File: config.mk
export PLATFORM = sky130hd
export DESIGN_NAME = alu_operand_stage
export DESIGN_NICKNAME = d
export VERILOG_FILES = /design/src/rtl/alu_pkg.sv /design/src/rtl/fwd_select.sv /design/src/rtl/alu_operand_stage.sv
export SDC_FILE = /design/constraint.sdc
export NUM_CORES = 1
export LEC_CHECK = 0
export CAP_MARGIN = 5
export CORE_MARGIN = 4
export CORE_UTILIZATION = 40
export DETAILED_ROUTE_END_ITERATION = 8
export GPL_TIMING_DRIVEN = 0
export PLACE_DENSITY = 0.73
export SKIP_CTS_REPAIR_TIMING = 1
export SLEW_MARGIN = 10
export SYNTH_ARGS = -nofsm -noshare
export SYNTH_HDL_FRONTEND = slang
export SYNTH_SLANG_ARGS = --single-unit
File: constraint.sdc
create_clock -name clk -period 3.45 [get_ports clk]
set_input_delay 1.035 -clock clk [delete_from_list [all_inputs] [get_ports clk]]
set_output_delay 1.035 -clock clk [all_outputs]
set_load 0.02 [all_outputs]
File: src/rtl/alu_pkg.sv
`default_nettype none
// ---------------------------------------------------------------------------
// alu_pkg -- ALU opcode encodings, operand-stage entry type, forwarding match
// Revision: 1.0
// ---------------------------------------------------------------------------
package alu_pkg;

  localparam logic [3:0] ALU_ADD  = 4'b0000;
  localparam logic [3:0] ALU_SUB  = 4'b0001;
  localparam logic [3:0] ALU_AND  = 4'b0010;
  localparam logic [3:0] ALU_OR   = 4'b0011;
  localparam logic [3:0] ALU_XOR  = 4'b0100;
  localparam logic [3:0] ALU_SLL  = 4'b0101;
  localparam logic [3:0] ALU_SRL  = 4'b0110;
  localparam logic [3:0] ALU_SRA  = 4'b0111;
  localparam logic [3:0] ALU_SLT  = 4'b1000;
  localparam logic [3:0] ALU_SLTU = 4'b1001;

  localparam int unsigned REG_IDX_W = 5;

  typedef logic [REG_IDX_W-1:0] reg_idx_t;

  // Control half of a stage entry; operand data is kept beside it at XLEN.
  typedef struct packed {
    reg_idx_t   rs1_addr;
    reg_idx_t   rs2_addr;
    reg_idx_t   rd_addr;
    logic [3:0] alu_ctrl;
    logic       use_pc;
    logic       use_imm;
    logic       reg_write;
  } stage_ctrl_t;

  // x0 is hardwired to zero, so a write targeting it must never be forwarded.
  function automatic logic fwd_hit(input logic we, input reg_idx_t rd, input reg_idx_t rs);
    return we && (rd == rs) && (rs != '0);
  endfunction

endpackage
`default_nettype wire

File: src/rtl/fwd_select.sv
`default_nettype none
// ---------------------------------------------------------------------------
// fwd_select -- priority operand forwarding: EX/MEM, then MEM/WB, then regfile
// Revision: 1.0
// ---------------------------------------------------------------------------
module fwd_select
  import alu_pkg::*;
#(
  parameter int XLEN = 32
) (
  input  reg_idx_t         rs_addr_i,
  input  logic [XLEN-1:0]  reg_data_i,
  input  logic             exmem_we_i,
  input  reg_idx_t         exmem_rd_i,
  input  logic [XLEN-1:0]  exmem_data_i,
  input  logic             memwb_we_i,
  input  reg_idx_t         memwb_rd_i,
  input  logic [XLEN-1:0]  memwb_data_i,
  output logic [XLEN-1:0]  data_o
);

  always_comb begin
    data_o = reg_data_i;
    if (fwd_hit(exmem_we_i, exmem_rd_i, rs_addr_i)) begin
      data_o = exmem_data_i;
    end else if (fwd_hit(memwb_we_i, memwb_rd_i, rs_addr_i)) begin
      data_o = memwb_data_i;
    end
  end

endmodule
`default_nettype wire

File: src/rtl/alu_operand_stage.sv
`default_nettype none
// ---------------------------------------------------------------------------
// alu_operand_stage -- two-entry (main + skid) operand stage with forwarding
// Revision: 1.0
// ---------------------------------------------------------------------------
module alu_operand_stage
  import alu_pkg::*;
#(
  parameter int XLEN = 32
) (
  input  logic             clk,
  input  logic             rst_n,
  input  logic             flush,
  input  logic             in_valid,
  output logic             in_ready,
  input  logic [XLEN-1:0]  in_rs1_data,
  input  logic [XLEN-1:0]  in_rs2_data,
  input  logic [XLEN-1:0]  in_imm,
  input  logic [XLEN-1:0]  in_pc,
  input  logic [4:0]       in_rs1_addr,
  input  logic [4:0]       in_rs2_addr,
  input  logic [4:0]       in_rd_addr,
  input  logic [3:0]       in_alu_ctrl,
  input  logic             in_use_pc,
  input  logic             in_use_imm,
  input  logic             in_reg_write,
  input  logic             exmem_we,
  input  logic [4:0]       exmem_rd,
  input  logic [XLEN-1:0]  exmem_data,
  input  logic             memwb_we,
  input  logic [4:0]       memwb_rd,
  input  logic [XLEN-1:0]  memwb_data,
  output logic             out_valid,
  input  logic             out_ready,
  output logic [XLEN-1:0]  srcA,
  output logic [XLEN-1:0]  srcB,
  output logic [XLEN-1:0]  out_store_data,
  output logic [3:0]       alu_ctrl,
  output logic [4:0]       out_rd_addr,
  output logic             out_reg_write
);

  stage_ctrl_t     w_in_ctrl;
  stage_ctrl_t     main_ctrl_q, main_ctrl_d;
  stage_ctrl_t     skid_ctrl_q, skid_ctrl_d;
  logic            main_valid_q, main_valid_d;
  logic            skid_valid_q, skid_valid_d;
  logic [XLEN-1:0] main_rs1_q, main_rs1_d, main_rs2_q, main_rs2_d;
  logic [XLEN-1:0] main_imm_q, main_imm_d, main_pc_q, main_pc_d;
  logic [XLEN-1:0] skid_rs1_q, skid_rs1_d, skid_rs2_q, skid_rs2_d;
  logic [XLEN-1:0] skid_imm_q, skid_imm_d, skid_pc_q, skid_pc_d;
  logic [XLEN-1:0] w_cap_rs1, w_cap_rs2;
  logic [XLEN-1:0] w_main_rs1_ref, w_main_rs2_ref, w_skid_rs1_ref, w_skid_rs2_ref;
  logic            w_accept, w_drain;

  always_comb begin
    w_in_ctrl           = '0;
    w_in_ctrl.rs1_addr  = in_rs1_addr;
    w_in_ctrl.rs2_addr  = in_rs2_addr;
    w_in_ctrl.rd_addr   = in_rd_addr;
    w_in_ctrl.alu_ctrl  = in_alu_ctrl;
    w_in_ctrl.use_pc    = in_use_pc;
    w_in_ctrl.use_imm   = in_use_imm;
    w_in_ctrl.reg_write = in_reg_write;
  end

  fwd_select #(.XLEN(XLEN)) u_fwd_rs1 (
    .rs_addr_i    (in_rs1_addr),
    .reg_data_i   (in_rs1_data),
    .exmem_we_i   (exmem_we),
    .exmem_rd_i   (exmem_rd),
    .exmem_data_i (exmem_data),
    .memwb_we_i   (memwb_we),
    .memwb_rd_i   (memwb_rd),
    .memwb_data_i (memwb_data),
    .data_o       (w_cap_rs1)
  );

  fwd_select #(.XLEN(XLEN)) u_fwd_rs2 (
    .rs_addr_i    (in_rs2_addr),
    .reg_data_i   (in_rs2_data),
    .exmem_we_i   (exmem_we),
    .exmem_rd_i   (exmem_rd),
    .exmem_data_i (exmem_data),
    .memwb_we_i   (memwb_we),
    .memwb_rd_i   (memwb_rd),
    .memwb_data_i (memwb_data),
    .data_o       (w_cap_rs2)
  );

  // Held entries keep snooping MEM/WB so a late writeback is not missed.
  assign w_main_rs1_ref = fwd_hit(memwb_we, memwb_rd, main_ctrl_q.rs1_addr) ? memwb_data : main_rs1_q;
  assign w_main_rs2_ref = fwd_hit(memwb_we, memwb_rd, main_ctrl_q.rs2_addr) ? memwb_data : main_rs2_q;
  assign w_skid_rs1_ref = fwd_hit(memwb_we, memwb_rd, skid_ctrl_q.rs1_addr) ? memwb_data : skid_rs1_q;
  assign w_skid_rs2_ref = fwd_hit(memwb_we, memwb_rd, skid_ctrl_q.rs2_addr) ? memwb_data : skid_rs2_q;

  assign in_ready = ~skid_valid_q;
  assign w_accept = in_valid & ~skid_valid_q;
  assign w_drain  = main_valid_q & out_ready;

  always_comb begin
    main_valid_d = main_valid_q;
    skid_valid_d = skid_valid_q;
    main_ctrl_d  = main_ctrl_q;
    skid_ctrl_d  = skid_ctrl_q;
    main_rs1_d   = w_main_rs1_ref;
    main_rs2_d   = w_main_rs2_ref;
    main_imm_d   = main_imm_q;
    main_pc_d    = main_pc_q;
    skid_rs1_d   = w_skid_rs1_ref;
    skid_rs2_d   = w_skid_rs2_ref;
    skid_imm_d   = skid_imm_q;
    skid_pc_d    = skid_pc_q;

    if (flush) begin
      main_valid_d = 1'b0;
      skid_valid_d = 1'b0;
    end else if (!main_valid_q || w_drain) begin
      // in_ready is low whenever skid is full, so promotion never races an accept.
      if (skid_valid_q) begin
        main_valid_d = 1'b1;
        skid_valid_d = 1'b0;
        main_ctrl_d  = skid_ctrl_q;
        main_rs1_d   = w_skid_rs1_ref;
        main_rs2_d   = w_skid_rs2_ref;
        main_imm_d   = skid_imm_q;
        main_pc_d    = skid_pc_q;
      end else if (w_accept) begin
        main_valid_d = 1'b1;
        main_ctrl_d  = w_in_ctrl;
        main_rs1_d   = w_cap_rs1;
        main_rs2_d   = w_cap_rs2;
        main_imm_d   = in_imm;
        main_pc_d    = in_pc;
      end else begin
        main_valid_d = 1'b0;
      end
    end else if (w_accept) begin
      skid_valid_d = 1'b1;
      skid_ctrl_d  = w_in_ctrl;
      skid_rs1_d   = w_cap_rs1;
      skid_rs2_d   = w_cap_rs2;
      skid_imm_d   = in_imm;
      skid_pc_d    = in_pc;
    end
  end

  always_ff @(posedge clk or negedge rst_n) begin
    if (!rst_n) begin
      main_valid_q <= 1'b0;
      skid_valid_q <= 1'b0;
      main_ctrl_q  <= '0;
      skid_ctrl_q  <= '0;
      main_rs1_q   <= '0;
      main_rs2_q   <= '0;
      main_imm_q   <= '0;
      main_pc_q    <= '0;
      skid_rs1_q   <= '0;
      skid_rs2_q   <= '0;
      skid_imm_q   <= '0;
      skid_pc_q    <= '0;
    end else begin
      main_valid_q <= main_valid_d;
      skid_valid_q <= skid_valid_d;
      main_ctrl_q  <= main_ctrl_d;
      skid_ctrl_q  <= skid_ctrl_d;
      main_rs1_q   <= main_rs1_d;
      main_rs2_q   <= main_rs2_d;
      main_imm_q   <= main_imm_d;
      main_pc_q    <= main_pc_d;
      skid_rs1_q   <= skid_rs1_d;
      skid_rs2_q   <= skid_rs2_d;
      skid_imm_q   <= skid_imm_d;
      skid_pc_q    <= skid_pc_d;
    end
  end

  assign out_valid      = main_valid_q;
  assign srcA           = main_ctrl_q.use_pc  ? main_pc_q  : main_rs1_q;
  assign srcB           = main_ctrl_q.use_imm ? main_imm_q : main_rs2_q;
  assign out_store_data = main_rs2_q;
  assign alu_ctrl       = main_ctrl_q.alu_ctrl;
  assign out_rd_addr    = main_ctrl_q.rd_addr;
  assign out_reg_write  = main_ctrl_q.reg_write;

endmodule
`default_nettype wire

==> flow_summary.ini <==
[routing]
wl_met3_mm = 5.69
dr.pass1.iters = 7
vias = 14700
viasPerCell = 5.91
drc_errors = 0
drtIter0Drc = 1344
dr.max_layer_used = met5
ant_nets = 0
wl_met1_mm = 26.6
routed_wl_mm = 63.8
wl_per_cell_um = 25.6
dr_wl_met2_mm = 29.3

[worst_hold_path]
holdCritStartpoint = main_imm_q[26]
hold_end = main_imm_q[26]
holdPathStages = 2
holdCritPathClass = reg2reg

[timing]
fin_skew_ps = 11.0
slew_headroom_pct = 17.9
worst_slack_ps = -120
fin_setup_tns_ps = -3300
slew_violations = 0
period_share_pct = 103
finalHoldViolations = 0
finalSetupViolCount = 67
hold_ws_ps = 472
worst_slew_pin_slew_ps = 1220
fmax_ghz = 0.280
min_period_ps = 3570
rsz0062_at_grt = yes

[floorplanning]
dieArea_um2 = 45000
io_pins = 339
die_w_um = 212
start_util_pct = 40.6
rows = 74
dieHeight_um = 212
core_area_um2 = 41000

[yosys]
ys_seq_elements = 302
yosysUniqueCellTypes = 46
synth_edf_count = 0
synth_nets = 1791
synth_largest_area_cell = dfrtp_1
ys_warn_count = 0
synth_top_area_share_pct = 45.3
synthTopCellsByArea = dfrtp_1, mux2_2, mux2i_1, o21ai_0, nand2_1
ys_seq_area_share_pct = 45.3
syn_area_um2 = 16700
synthCells = 1560
ys.flop_type = dfrtp_1
postSynth.asyncResetShare_pct = 100
postSynthAreaPerCell_um2 = 10.7

[place]
portBuffers = 330
place_inst = 2424
gp_congestion = 0.902
place_area_um2 = 20700
hpwl_mm = 47.0
place_ws_ps = -987

[clocking]
path_clk_slew_ps = 60
root_buffer = clkbuf_16
clk_latency_ps = 550
cts_buffers = 35
htree_levels = 2
clk_path_buf_depth = 3
tritoncts = yes
cts.sinks = 302

[setup_path]
reg2reg_depth = 7
rr_endpoint = skid_ctrl_q[17]
cp_max_fo = 10
r2r_setup_slack_ps = 160
start_kind = primary input
reg2reg_from = skid_valid_q
endpoint_kind = register
worstSetupPathType = in2reg
worstPathRequired_ps = 3880
worstPathArrival_ps = 3990

[layout]
final_common_cell = clkdlybuf4s50_1
final_util_pct = 53.6
final_nets = 2165
finalNonFillerCells = 2494
final_cell_mix = clkdlybuf4s50_1, dfrtp_1, mux2_2
syn2layout_area_growth_pct = 31.9
fin_area_um2 = 22000
drive_above_1_share_pct = 20.8

[power_and_ir_drop]
total_power_mw = 12.8
vdd_drop_max_v = 0.000303
p_leak_nw = 8.81
p_int_mw = 8.90
pwr-share-seq_pct = 39.1
clkPwrFrac_pct = 30.1
swShare_pct = 30.4
pwr-share-comb_pct = 30.8
p_sw_mw = 3.90
power.density_nw_per_um2 = 582

[outcome]
violations = negative setup slack
outcome = finished, violations left

[global_routing]
antenna_found_initial = 9
grt_first_pass_wirelength_mm = 94.0
grt_max_degree = 109
grt_pass1_vias = 15300
grt_usage_pct = 27.4
grt-ovfl-total = 0

[run]
maxCapViolations = 0
## worst max path at each step
stage / from / endpoint / slack [ps] / cells past startpoint
global placement: rst_n / alu_ctrl[1] / -12000 / 1
global route: flush / skid_rs1_q[30] / -170 / 7
detailed placement: in_valid / main_pc_q[19] / -990 / 10
floorplan: memwb_rd[3] / main_rs1_q[30] / 520 / 7
CTS: main_ctrl_q[2] / srcA[12] / -470 / 4
finish: flush / skid_ctrl_q[17] / -120 / 7
## routing by layer
| metal | GRT usage, % | vias to the layer above |
|---|---|---|
| li1 | - | 6467 |
| met1 | 36.4 | 7366 |
| met2 | 43.0 | 749 |
| met3 | 7.64 | 146 |
| met4 | 10.2 | 10 |
| met5 | 0 | - |
## state kept, by name, summed over array words and instances, names as in the netlist, 4 cells and up
signal	count
skid_imm_q	32
skid_ctrl_q	22
out_store_data	32
skid_rs2_q	32
main_imm_q	32
main_ctrl_q	12
out_rd_addr	5
alu_ctrl	4
main_pc_q	32
skid_pc_q	32
skid_rs1_q	32
main_rs1_q	32
## power groups by stage
| stage | Sequential [mW] | Clock [mW] | Combinational (mW) |
|---|---|---|---|
| after detailed placement | 5.05 | 0 | 3.89 |
| after global placement | 5.02 | 0 | 3.77 |
| final | 5.01 | 3.85 | 3.94 |
| after floorplan | 4.95 | 0 | 2.33 |
| after CTS | 4.99 | 3.91 | 3.91 |
| after global routing | 5.10 | 4.06 | 4.22 |
## final cells by class
class | instances | area, um^2
Buffer | 148 | 694
Inverter | 2 | 7.51
Timing Repair Buffer | 340 | 3420
Fill cell | 3653 | 19000
Tap cell | 532 | 666
Antenna cell | 6 | 15.0
Sequential cell | 302 | 7560
Multi-Input combinational cell | 1105 | 8460
Clock inverter | 8 | 118
Clock buffer | 51 | 1050
## logic make-up (layout without fill, tap and decap cells)
| family | Yosys count | after routing | synth area share [%] |
|---|---|---|---|
| and+or+nand+nor | 350 | 350 | 9.29 |
| xor gates and xnor gates | 36 | 36 | 1.89 |
| DFF | 302 | 302 | 45.3 |
| muxes | 429 | 429 | 27.8 |
| buffers and inverters | 153 | 549 | 4.10 |
| other | 0 | 6 | 0 |
| AOI/OAI and AO/OA | 290 | 290 | 11.6 |
## synth_stat cells, types with 2 or more instances
cell type,instances
nand2_1,187
a222oi_1,2
clkbuf_1,99
nor3_1,67
o211a_1,2
a31o_2,2
inv_1,2
and4_1,2
buf_4,10
o211ai_2,2
o211ai_1,2
a221o_1,60
nor2_1,9
buf_1,8
dfrtp_1,302
nand3_1,68
buf_6,3
or3_1,2
xor2_1,3
mux2_2,274
buf_2,29
or4_4,2
mux2i_1,155
o21ai_0,149
xnor2_1,33
a31oi_1,61
nand4_1,5
a211oi_1,2
## critical path, stage by stage
cell	delay, ps
clkdlybuf4s50_1	510
inv_1	140
nand3_1	130
nor2_2	470
clkbuf_1	600
clkbuf_1	690
mux2_2	410
Power figures use the tool's default switching activity.
